==> src/rtl/mux_sel_scheduler_pkg.sv <==
// Shared types and default parameters for the mux select scheduler.
package mux_sched_pkg;

   typedef enum logic [1:0] {
      IDLE  = 2'd0,
      PH0   = 2'd1,
      PH1   = 2'd2,
      GUARD = 2'd3
   } state_t;

   localparam int DEF_CNT_W     = 16;
   localparam int DEF_BLANK_CYC = 8;

endpackage

==> src/rtl/mux_sel_scheduler_if.sv <==
// Control, configuration handshake and status bundle of the mux select scheduler.
interface mux_sel_scheduler_if
   import mux_sched_pkg::*;
#(
   parameter int CNT_W = DEF_CNT_W
);
   logic             EN;
   logic             TRIG;
   logic [CNT_W-1:0] CFG_N0;
   logic [CNT_W-1:0] CFG_N1;
   logic             CFG_VALID;
   logic             CFG_READY;
   logic             M_SEL;
   logic             BLANK;
   logic             SEL_CHANGED;
   logic             TRIG_MISS;
   logic [CNT_W-1:0] PULSE_CNT;

   modport master (
      output EN, TRIG, CFG_N0, CFG_N1, CFG_VALID,
      input  CFG_READY, M_SEL, BLANK, SEL_CHANGED, TRIG_MISS, PULSE_CNT
   );

   modport slave (
      input  EN, TRIG, CFG_N0, CFG_N1, CFG_VALID,
      output CFG_READY, M_SEL, BLANK, SEL_CHANGED, TRIG_MISS, PULSE_CNT
   );
endinterface

==> src/rtl/mux_sel_scheduler.sv <==
// Alternates the radar output mux between two sources in trigger-counted bursts,
// blanking the output for a guard window around every select change.
module mux_sel_scheduler
   import mux_sched_pkg::*;
#(
   parameter int CNT_W     = DEF_CNT_W,
   parameter int BLANK_CYC = DEF_BLANK_CYC
) (
   input  logic               CLK,
   input  logic               ARESETN,
   mux_sel_scheduler_if.slave bus
);
   localparam int                GCNT_W     = $clog2(BLANK_CYC + 1);
   localparam logic [GCNT_W-1:0] GUARD_LOAD = GCNT_W'(BLANK_CYC);

   state_t            state_reg, state_next;
   logic [CNT_W-1:0]  a0_reg, a0_next, a1_reg, a1_next;
   logic [CNT_W-1:0]  s0_reg, s0_next, s1_reg, s1_next;
   logic              pending_reg, pending_next;
   logic              target_reg, target_next;
   logic [GCNT_W-1:0] gcnt_reg, gcnt_next;
   logic [CNT_W-1:0]  pulse_reg, pulse_next;
   logic              m_sel_reg, m_sel_next;
   logic              blank_reg, blank_next;
   logic              sel_changed_reg, sel_changed_next;
   logic              trig_miss_reg, trig_miss_next;
   logic              cfg_ready_reg, cfg_ready_next;

   logic              cfg_fire;
   logic              enter_ph0;
   logic [CNT_W-1:0]  cand_a0, cand_a1;
   logic [CNT_W-1:0]  cur_len, other_len, pulse_inc;

   assign cfg_fire  = bus.CFG_VALID && cfg_ready_reg;
   // Config that takes effect on PH0 entry: the shadow wins if one is waiting.
   assign cand_a0   = pending_reg ? s0_reg : a0_reg;
   assign cand_a1   = pending_reg ? s1_reg : a1_reg;
   assign cur_len   = (state_reg == PH1) ? a1_reg : a0_reg;
   assign other_len = (state_reg == PH1) ? a0_reg : a1_reg;
   assign pulse_inc = pulse_reg + 1'b1;

   always_ff @(posedge CLK or negedge ARESETN) begin
      if (!ARESETN) begin
         state_reg       <= IDLE;
         a0_reg          <= '0;
         a1_reg          <= '0;
         s0_reg          <= '0;
         s1_reg          <= '0;
         pending_reg     <= 1'b0;
         target_reg      <= 1'b0;
         gcnt_reg        <= '0;
         pulse_reg       <= '0;
         m_sel_reg       <= 1'b0;
         blank_reg       <= 1'b0;
         sel_changed_reg <= 1'b0;
         trig_miss_reg   <= 1'b0;
         cfg_ready_reg   <= 1'b1;
      end else begin
         state_reg       <= state_next;
         a0_reg          <= a0_next;
         a1_reg          <= a1_next;
         s0_reg          <= s0_next;
         s1_reg          <= s1_next;
         pending_reg     <= pending_next;
         target_reg      <= target_next;
         gcnt_reg        <= gcnt_next;
         pulse_reg       <= pulse_next;
         m_sel_reg       <= m_sel_next;
         blank_reg       <= blank_next;
         sel_changed_reg <= sel_changed_next;
         trig_miss_reg   <= trig_miss_next;
         cfg_ready_reg   <= cfg_ready_next;
      end
   end

   always_comb begin
      state_next   = state_reg;
      target_next  = target_reg;
      gcnt_next    = gcnt_reg;
      pulse_next   = pulse_reg;
      a0_next      = a0_reg;
      a1_next      = a1_reg;
      s0_next      = s0_reg;
      s1_next      = s1_reg;
      pending_next = pending_reg;
      enter_ph0    = 1'b0;

      case (state_reg)
         IDLE: begin
            pulse_next = '0;
            if (bus.EN && (pending_reg || a0_reg != '0 || a1_reg != '0))
               enter_ph0 = 1'b1;
         end
         PH0, PH1: begin
            if (!bus.EN) begin
               pulse_next = '0;
               if (m_sel_reg) begin
                  state_next  = GUARD;
                  target_next = 1'b0;
                  gcnt_next   = GUARD_LOAD;
               end else begin
                  state_next = IDLE;
               end
            end else if (bus.TRIG) begin
               if (pulse_inc == cur_len) begin
                  pulse_next = '0;
                  // An empty opposite burst keeps us on the current source.
                  if (other_len != '0) begin
                     state_next  = GUARD;
                     target_next = (state_reg == PH0);
                     gcnt_next   = GUARD_LOAD;
                  end
               end else begin
                  pulse_next = pulse_inc;
               end
            end
         end
         GUARD: begin
            pulse_next = '0;
            if (!bus.EN)
               target_next = 1'b0;
            if (gcnt_reg != '0)
               gcnt_next = gcnt_reg - 1'b1;
            else if (!bus.EN)
               state_next = IDLE;
            else if (target_reg)
               state_next = PH1;
            else
               enter_ph0 = 1'b1;
         end
         default: state_next = IDLE;
      endcase

      if (enter_ph0) begin
         a0_next      = cand_a0;
         a1_next      = cand_a1;
         pending_next = 1'b0;
         if (cand_a0 != '0) begin
            state_next = PH0;
         end else if (cand_a1 != '0) begin
            state_next  = GUARD;
            target_next = 1'b1;
            gcnt_next   = GUARD_LOAD;
         end else begin
            state_next = IDLE;
         end
      end

      // A new offer lands after the apply, so it survives as the next pending shadow.
      if (cfg_fire) begin
         s0_next      = bus.CFG_N0;
         s1_next      = bus.CFG_N1;
         pending_next = 1'b1;
      end
   end

   always_comb begin
      m_sel_next = m_sel_reg;
      if (state_next == IDLE)
         m_sel_next = 1'b0;
      else if (state_reg == GUARD && gcnt_reg != GUARD_LOAD)
         m_sel_next = bus.EN ? target_reg : 1'b0;

      // BLANK trails the state by one cycle on entry but drops with the exit edge.
      blank_next       = (state_reg == GUARD) && (state_next == GUARD);
      sel_changed_next = (m_sel_next != m_sel_reg);
      trig_miss_next   = bus.TRIG && (state_reg == GUARD);
      cfg_ready_next   = !pending_next;
   end

   assign bus.CFG_READY   = cfg_ready_reg;
   assign bus.M_SEL       = m_sel_reg;
   assign bus.BLANK       = blank_reg;
   assign bus.SEL_CHANGED = sel_changed_reg;
   assign bus.TRIG_MISS   = trig_miss_reg;
   assign bus.PULSE_CNT   = pulse_reg;

endmodule

==> src/flat_wrapper.sv <==
// flat-port wrapper written by rule: the top's interface ports become plain ports
module mux_sel_scheduler_flat import mux_sched_pkg::*;
#(
   parameter int CNT_W     = DEF_CNT_W,
   parameter int BLANK_CYC = DEF_BLANK_CYC
)
  (CLK, ARESETN, bus_EN, bus_TRIG, bus_CFG_N0, bus_CFG_N1, bus_CFG_VALID, bus_CFG_READY, bus_M_SEL, bus_BLANK, bus_SEL_CHANGED, bus_TRIG_MISS, bus_PULSE_CNT);
  mux_sel_scheduler_if #(.CNT_W(CNT_W)) bus_i ();
  input  logic CLK;
  input  logic ARESETN;
  input wire logic [$bits(bus_i.EN)-1:0] bus_EN;
  input wire logic [$bits(bus_i.TRIG)-1:0] bus_TRIG;
  input wire logic [$bits(bus_i.CFG_N0)-1:0] bus_CFG_N0;
  input wire logic [$bits(bus_i.CFG_N1)-1:0] bus_CFG_N1;
  input wire logic [$bits(bus_i.CFG_VALID)-1:0] bus_CFG_VALID;
  output wire logic [$bits(bus_i.CFG_READY)-1:0] bus_CFG_READY;
  output wire logic [$bits(bus_i.M_SEL)-1:0] bus_M_SEL;
  output wire logic [$bits(bus_i.BLANK)-1:0] bus_BLANK;
  output wire logic [$bits(bus_i.SEL_CHANGED)-1:0] bus_SEL_CHANGED;
  output wire logic [$bits(bus_i.TRIG_MISS)-1:0] bus_TRIG_MISS;
  output wire logic [$bits(bus_i.PULSE_CNT)-1:0] bus_PULSE_CNT;
  assign bus_i.EN = bus_EN;
  assign bus_i.TRIG = bus_TRIG;
  assign bus_i.CFG_N0 = bus_CFG_N0;
  assign bus_i.CFG_N1 = bus_CFG_N1;
  assign bus_i.CFG_VALID = bus_CFG_VALID;
  assign bus_CFG_READY = bus_i.CFG_READY;
  assign bus_M_SEL = bus_i.M_SEL;
  assign bus_BLANK = bus_i.BLANK;
  assign bus_SEL_CHANGED = bus_i.SEL_CHANGED;
  assign bus_TRIG_MISS = bus_i.TRIG_MISS;
  assign bus_PULSE_CNT = bus_i.PULSE_CNT;
  mux_sel_scheduler #(.CNT_W(CNT_W), .BLANK_CYC(BLANK_CYC)) u_core (.CLK(CLK), .ARESETN(ARESETN), .bus(bus_i));
endmodule
==> config.mk <==
export PLATFORM = sky130hd
export DESIGN_NAME = mux_sel_scheduler_flat
export DESIGN_NICKNAME = d
export VERILOG_FILES = /design/src/rtl/mux_sel_scheduler_pkg.sv /design/src/rtl/mux_sel_scheduler_if.sv /design/src/rtl/mux_sel_scheduler.sv /design/src/flat_wrapper.sv
export SDC_FILE = /design/constraint.sdc
export NUM_CORES = 1
export LEC_CHECK = 0
export ABC_AREA = 1
export BUFFER_PORTS_ARGS = -buffer_cell sky130_fd_sc_hd__buf_2
export CAP_MARGIN = 40
export CORE_MARGIN = 1.5
export CORE_UTILIZATION = 43
export CTS_CLUSTER_DIAMETER = 100
export CTS_CLUSTER_SIZE = 14
export DETAILED_ROUTE_END_ITERATION = 8
export HOLD_SLACK_MARGIN = 0.12
export PLACE_DENSITY = 0.64
export SYNTH_ARGS = -nofsm -noshare
export SYNTH_HDL_FRONTEND = slang
export SYNTH_SLANG_ARGS = --single-unit
==> constraint.sdc <==
create_clock -name CLK -period 2.45 [get_ports CLK]
set_input_delay 0.1225 -clock CLK [delete_from_list [all_inputs] [get_ports CLK]]
set_output_delay 0.1225 -clock CLK [all_outputs]
set_load 0.005 [all_outputs]
# ---- Word level (Yosys, flattened, before mapping)
# Cells that the tools add are included.
dict set report word_totals {
  ff_bits 93
  out_inout_bits 21
  elab_cells 91
}
dict set report op_classes {
  add_sub_neg 2
  eq_ne 8
  n_mux 49
  reduce_logical 18
}
# operator count
set ops {}
lappend ops {{two-way mux 16 bit} 7}
lappend ops {{nonzero test 16 bit} 5}
lappend ops {{two-way mux 4 bit} 9}
lappend ops {{one-hot mux 16 bit (2 select lines)} 1}
lappend ops {{two-way mux 2 bit} 11}
lappend ops {{two-way mux 1 bit} 17}
lappend ops {{adder 16 x 1 -> 16 bit, second input constant} 1}
lappend ops {{== test 16 bit} 1}
lappend ops {{one-hot mux 4 bit (2 select lines)} 1}
lappend ops {{== test 2 bit, second input constant} 3}
lappend ops {{logical AND 1 bit} 5}
lappend ops {{logical NOT 2 bit} 2}
lappend ops {{inequality test 4 bit, second input constant} 1}
lappend ops {{one-hot mux 1 bit (2 select lines)} 2}
lappend ops {{one-hot mux 2 bit (2 select lines)} 1}
lappend ops {{nonzero test 4 bit} 1}
lappend ops {{OR reduction 2 bit} 2}
lappend ops {{subtractor 4 x 1 -> 4 bit, second input constant} 1}
lappend ops {{inequality test 3 bit, second input constant} 1}
lappend ops {{== test 2 x 1 -> 1 bit, second input constant} 1}
lappend ops {{logical OR 1 bit} 2}
lappend ops {{logical NOT 1 bit} 1}
lappend ops {{inequality test 1 bit} 1}

# ---- Depth between registers and ports, before layout
dict set report depth {
  ltp_word 12
  depth_mapped 23
  mapped_depth_nobuf 23
}

# ---- Worst setup path after synthesis
# OpenSTA, ideal clock, no wires.
dict set report synth_path {
  kind {register to register}
  from {register u_core.state_reg[0]}
  to {register u_core.sel_changed_reg, in the netlist u_core.bus.SEL_CHANGED}
  t_arrival_ps 2118
  required_time_ps 2333
  slack_ps 215
  stages_incl_launch_ff 21
  path_buffers 1
  period_less_slack_ps 2235
  cell_sequence {dfrtp_1 -> inv_1 -> ha_1 -> buf_2 -> o21ai_0 -> nand2_1 -> nand2_1 -> nor2_1 -> nand2_1 -> nor2_1 -> nand2_1 -> nor2_2 -> nand4_2 -> nand3_1 -> nand2_1 -> nand2_1 -> nand2_1 -> nand2_2 -> o21bai_1 -> nand2_1 -> nand2_1}
}
dict set report synth_via {
  elab_chain_len 12
  word_cells_on_any_way 24
}
# item line
set synth_lines {}
lappend synth_lines {{start, declared} mux_sel_scheduler.sv:16} ;# state_t state_reg, state_next;
lappend synth_lines {{start signal, assigned} mux_sel_scheduler.sv:59} ;# state_reg <= state_next;
lappend synth_lines {{== test 2 bit} {mux_sel_scheduler.sv:38, mux_sel_scheduler.sv:39, mux_sel_scheduler.sv:88}}
lappend synth_lines {{two-way mux 16 bit} mux_sel_scheduler.sv:39} ;# assign other_len = (state_reg == PH1) ? a0_reg : a1_reg;
lappend synth_lines {{nonzero test 16 bit} mux_sel_scheduler.sv:108} ;# if (other_len != '0) begin
lappend synth_lines {{two-way mux 2 bit} mux_sel_scheduler.sv:108}
lappend synth_lines {{two-way mux 2 bit} mux_sel_scheduler.sv:105} ;# if (pulse_inc == cur_len) begin
lappend synth_lines {{two-way mux 2 bit} mux_sel_scheduler.sv:104} ;# end else if (bus.TRIG) begin
lappend synth_lines {{two-way mux 2 bit} mux_sel_scheduler.sv:95} ;# if (!bus.EN) begin
lappend synth_lines {{one-hot mux 2 bit (2 select lines)} mux_sel_scheduler.sv:88} ;# case (state_reg)
lappend synth_lines {{two-way mux 2 bit *} mux_sel_scheduler.sv:134} ;# if (enter_ph0) begin
lappend synth_lines {{named net u_core.state_next[0]} mux_sel_scheduler.sv:16}
lappend synth_lines {{logical NOT 2 bit *} mux_sel_scheduler.sv:159} ;# if (state_next == IDLE)
lappend synth_lines {{two-way mux 1 bit *} mux_sel_scheduler.sv:159}
lappend synth_lines {{inequality test 1 bit *} mux_sel_scheduler.sv:166} ;# sel_changed_next = (m_sel_next != m_sel_reg);
lappend synth_lines {{named net u_core.sel_changed_next} mux_sel_scheduler.sv:25} ;# logic sel_changed_reg, sel_changed_next;
lappend synth_lines {{end signal, assigned} mux_sel_scheduler.sv:70} ;# sel_changed_reg <= sel_changed_next;
lappend synth_lines {{end, declared} mux_sel_scheduler.sv:25}
# Mark *: on every way through the listed nets, which the timed path passes. The rest lies on a longest branch.
# A chain may end at the register's enable or synchronous reset.

# ---- Worst setup path in the final report
dict set report layout_path {
  from {register u_core.pulse_reg[0], in the netlist u_core.bus.PULSE_CNT[0]}
  to {register u_core.sel_changed_reg, in the netlist u_core.bus.SEL_CHANGED}
}
dict set report layout_via {
  elab_chain_len 10
}
# item line
set layout_lines {}
lappend layout_lines {{start, declared} mux_sel_scheduler.sv:22} ;# logic [CNT_W-1:0] pulse_reg, pulse_next;
lappend layout_lines {{start signal, assigned} mux_sel_scheduler.sv:67} ;# pulse_reg <= pulse_next;
lappend layout_lines {{adder 16 x 1 -> 16 bit} mux_sel_scheduler.sv:40} ;# assign pulse_inc = pulse_reg + 1'b1;
lappend layout_lines {{== test 16 bit} mux_sel_scheduler.sv:105}
lappend layout_lines {{two-way mux 2 bit} mux_sel_scheduler.sv:105}
lappend layout_lines {{two-way mux 2 bit} mux_sel_scheduler.sv:104}
lappend layout_lines {{two-way mux 2 bit} mux_sel_scheduler.sv:95}
lappend layout_lines {{one-hot mux 2 bit (2 select lines)} mux_sel_scheduler.sv:88}
lappend layout_lines {{two-way mux 2 bit} mux_sel_scheduler.sv:134}
lappend layout_lines {{named net u_core.state_next[0]} mux_sel_scheduler.sv:16}
lappend layout_lines {{logical NOT 2 bit} mux_sel_scheduler.sv:159}
lappend layout_lines {{two-way mux 1 bit} mux_sel_scheduler.sv:159}
lappend layout_lines {{inequality test 1 bit} mux_sel_scheduler.sv:166}
lappend layout_lines {{named net u_core.sel_changed_next} mux_sel_scheduler.sv:25}
# The timed path passes the listed nets, and every way through them passes these cells.

==> flow_summary.toml <==
[worst_setup_path]
crit_type = "reg -> reg"
worst_ep_required_time_ps = 2690
crit_chain = "ha_2, nand2_2, nor2_4, clkbuf_2, buf_4, nand2_1, nand3_1, nand2_2, nand2_1, nor2_1, nand2_1, nor2_2, nand4_2, nand3_2, nand2_2, nand2_2, nand2_2, nand2_2, o21bai_4, nand2_1, nand2_1"
cp_max_fo = 4
cpPeakStageDelay_ps = 390
critPathMostFrequentCell = "nand2_2"
worst_path_max_delay_cell = "dfrtp_1"
crit_arrival_ps = 2710
cp-end-kind = "register"
r2r_slack_ps = -20
cp-start-kind = "register"

[logic_synthesis]
syn_inst = 700
synth_top_area_share = 0.423
synthArstFlopShare = 1.00
netlist_top_cells_area = "dfrtp_1 42%, nand2_1 13%, o21ai_0 7.9%, mux2_2 6.6%, inv_1 5.4%"
yosysWarnings = 0
synthFlopType = "dfrtp_1"
yosys.area.top_type = "dfrtp_1"
netlist_area_um2 = 5440
yosys_register_bits = 93
ys_seq_area_frac = 0.428
syn_nets = 744
synth_edf_count = 0
ys_types = 42
synth.avg_cell_area_um2 = 7.78

[grt]
grt_usage = 0.232
grt_pass1_wl_um = 24000
gr-total-overflow = 0
grt_max_degree = 47
antenna_found_initial = 0
grt_pass1_vias = 5022

[final_layout]
drive_above_1_share = 0.247
fin_area_um2 = 7000
final_nets = 861
area_delta_synth_final_pct = 28.5
ff_latch_area_um2 = 2330
diodes = 0
layout_commonest_cell = "nand2_1"
multi_input_area_um2 = 2820
layout_common_cells = "175 x nand2_1, 90 x dfrtp_1, 75 x inv_1, 74 x o21ai_0, 56 x buf_2"
fillCellCount = 1110

[sta]
hold_slack_ps = 227
maxSlewViolCount = 0
worst_pin_slew_ps = 672
fin_worst_skew_ps = 9.86
relSlewSlack = 0.551
fmax_mhz = 405
rsz0062_at_grt = "true"
setup_slack_ps = -16.3
timing.final.crit_share = 1.01
fin_setup_tns_ps = -16.3
setup_viol = 1
period_needed_ps = 2470
hold_viol = 0

[route]
dr.max_layer_used = "met4"
wirelength_um = 14300
met3_length_um = 680
drc_errors = 0
postRouteAntennaNets = 0
drt-pass1-iter-count = 7
wl_met1_um = 6590
wl_per_cell_um = 14.5
wl_met2_um = 6670
vias = 5204
via_per_inst = 5.26
dr.first_iter.drc_count = 340

[pwr]
powerDensity_nw_per_um2 = 1150
p_leak_uw = 0.00337
combinationalPowerShare = 0.496
p_seq_frac = 0.316
power.internal_uw = 4690
p_switching_uw = 3350
peakVddDrop_mv = 0.695
switching_share = 0.417
pwr-share-clk = 0.188

[hold_path]
hold_class = "in -> reg"

[clocking]
cts_max_level = 3
cts_buffers = 9
cts.path.max_buffers = 2
clk_pin_slew_ps = 70
cts_tree = "done"
cts_root_buffer = "clkbuf_16"
clkLatencyLatePin_ps = 360
numClockSinks = 93

[flow_run]
cap_viol_max_count = 0

[run_status]
status = "finished with violations"
failed_checks = "setup timing"

[die]
ioPinCount = 58
fp.dieH_um = 116
die_w_um = 116
start_util = 0.448
core_area_um2 = 12200
num_rows = 40
fp.dieArea_um2 = 13300

[place]
dp_slack_ps = -79.4
io_buffers = 57
gp_congestion = 0.878
hpwl_um = 10400
place_area_um2 = 6060
[synth_stat cells (3+ instances only)]
cell type	instances
nand2_1	189
dfrtp_1	92
o21ai_0	86
inv_1	78
nand3_1	48
nor2_1	42
mux2_2	32
nand4_1	22
mux2i_1	13
a21oi_1	10
clkbuf_1	9
o22ai_1	9
ha_1	7
buf_2	5
inv_2	5
nor2_2	5
buf_1	4
nor2_4	4
nand2_2	3
nor3_1	3
nor4_1	3
or2_2	3
[kinds of logic (layout without fill, tap and decap cells)]
family	Yosys count	in the layout	synth area share
DFF	93	93	0.428
buffers and inverters	104	226	0.0756
and+or+nand+nor	335	335	0.277
adders and majority gates	7	7	0.0161
xor gates and xnor gates	3	3	0.00483
muxes	45	45	0.0901
AOI/OAI and AO/OA	113	113	0.109
[worst paths after layout]
check / startpoint / endpoint / cells after the start
worst max-delay path: u_core.bus.PULSE_CNT[0] / u_core.bus.SEL_CHANGED / 21
worst min-delay path: bus_EN / u_core.target_reg / 5
worst max register to register: u_core.bus.PULSE_CNT[0] / u_core.bus.SEL_CHANGED / 21
worst min register to register: u_core.s1_reg[1] / u_core.s1_reg[1] / 1
max in group asynchronous: ARESETN / u_core.bus.PULSE_CNT[4] / 3
min in group asynchronous: ARESETN / u_core.bus.PULSE_CNT[0] / 2
[cell type report]
| class | count | area share |
|---|---|---|
| Timing Repair Buffer | 127 | 0.144 |
| Clock buffer | 11 | 0.0361 |
| Clock inverter | 5 | 0.00948 |
| Sequential cell | 93 | 0.333 |
| Tap cell | 168 | 0.0300 |
| Inverter | 83 | 0.0449 |
| Multi-Input combinational cell | 503 | 0.402 |
[power groups by stage]
| stage | registers (uW) | logic, uW | clock network (uW) |
|---|---|---|---|
| final | 2540 | 3990 | 1510 |
| after global routing | 2610 | 4480 | 1600 |
| after CTS | 2520 | 3740 | 1540 |
| after detailed placement | 2530 | 3460 | 0 |
| after global placement | 2510 | 3350 | 0 |
| after floorplan | 2390 | 2570 | 0 |
[stage by stage]
step	cells	power (uW)	util
4_1_cts	983	7790	0.563
5_1_grt	990	8690	0.575
6_report	990	8040	0.575
3_5_place_dp	927	5990	0.499
3_3_place_gp	927	5860	0.499
2_1_floorplan	700	4970	-
[metal layers]
layer / vias up / track usage
met5: - / 0
met1: 2437 / 0.303
met3: 33 / 0.0392
met4: 0 / 0.108
li1: 2551 / -
met2: 183 / 0.376
[timing repair]
action / in CTS / in global routing
setup buffers: 4 / 7
pin swaps: 10 / 22
hold buffers: 34 / 0
endpoints found under the hold margin: 76 / 0
endpoints found under the setup margin: 4 / 22
resized for setup: 19 / 34
cloned: 2 / 0
[worst max-delay path: cells and delay by family (launching register included)]
| family | cells | cell delay, ps |
|---|---|---|
| buffers and inverters | 2 | 280 |
| AND/OR/NAND/NOR | 17 | 1430 |
| flip-flops | 1 | 390 |
| adder cells (fa/ha/maj) | 1 | 210 |
| AO/OA/AOI/OAI | 1 | 60 |
Power figures use the tool's default switching activity.
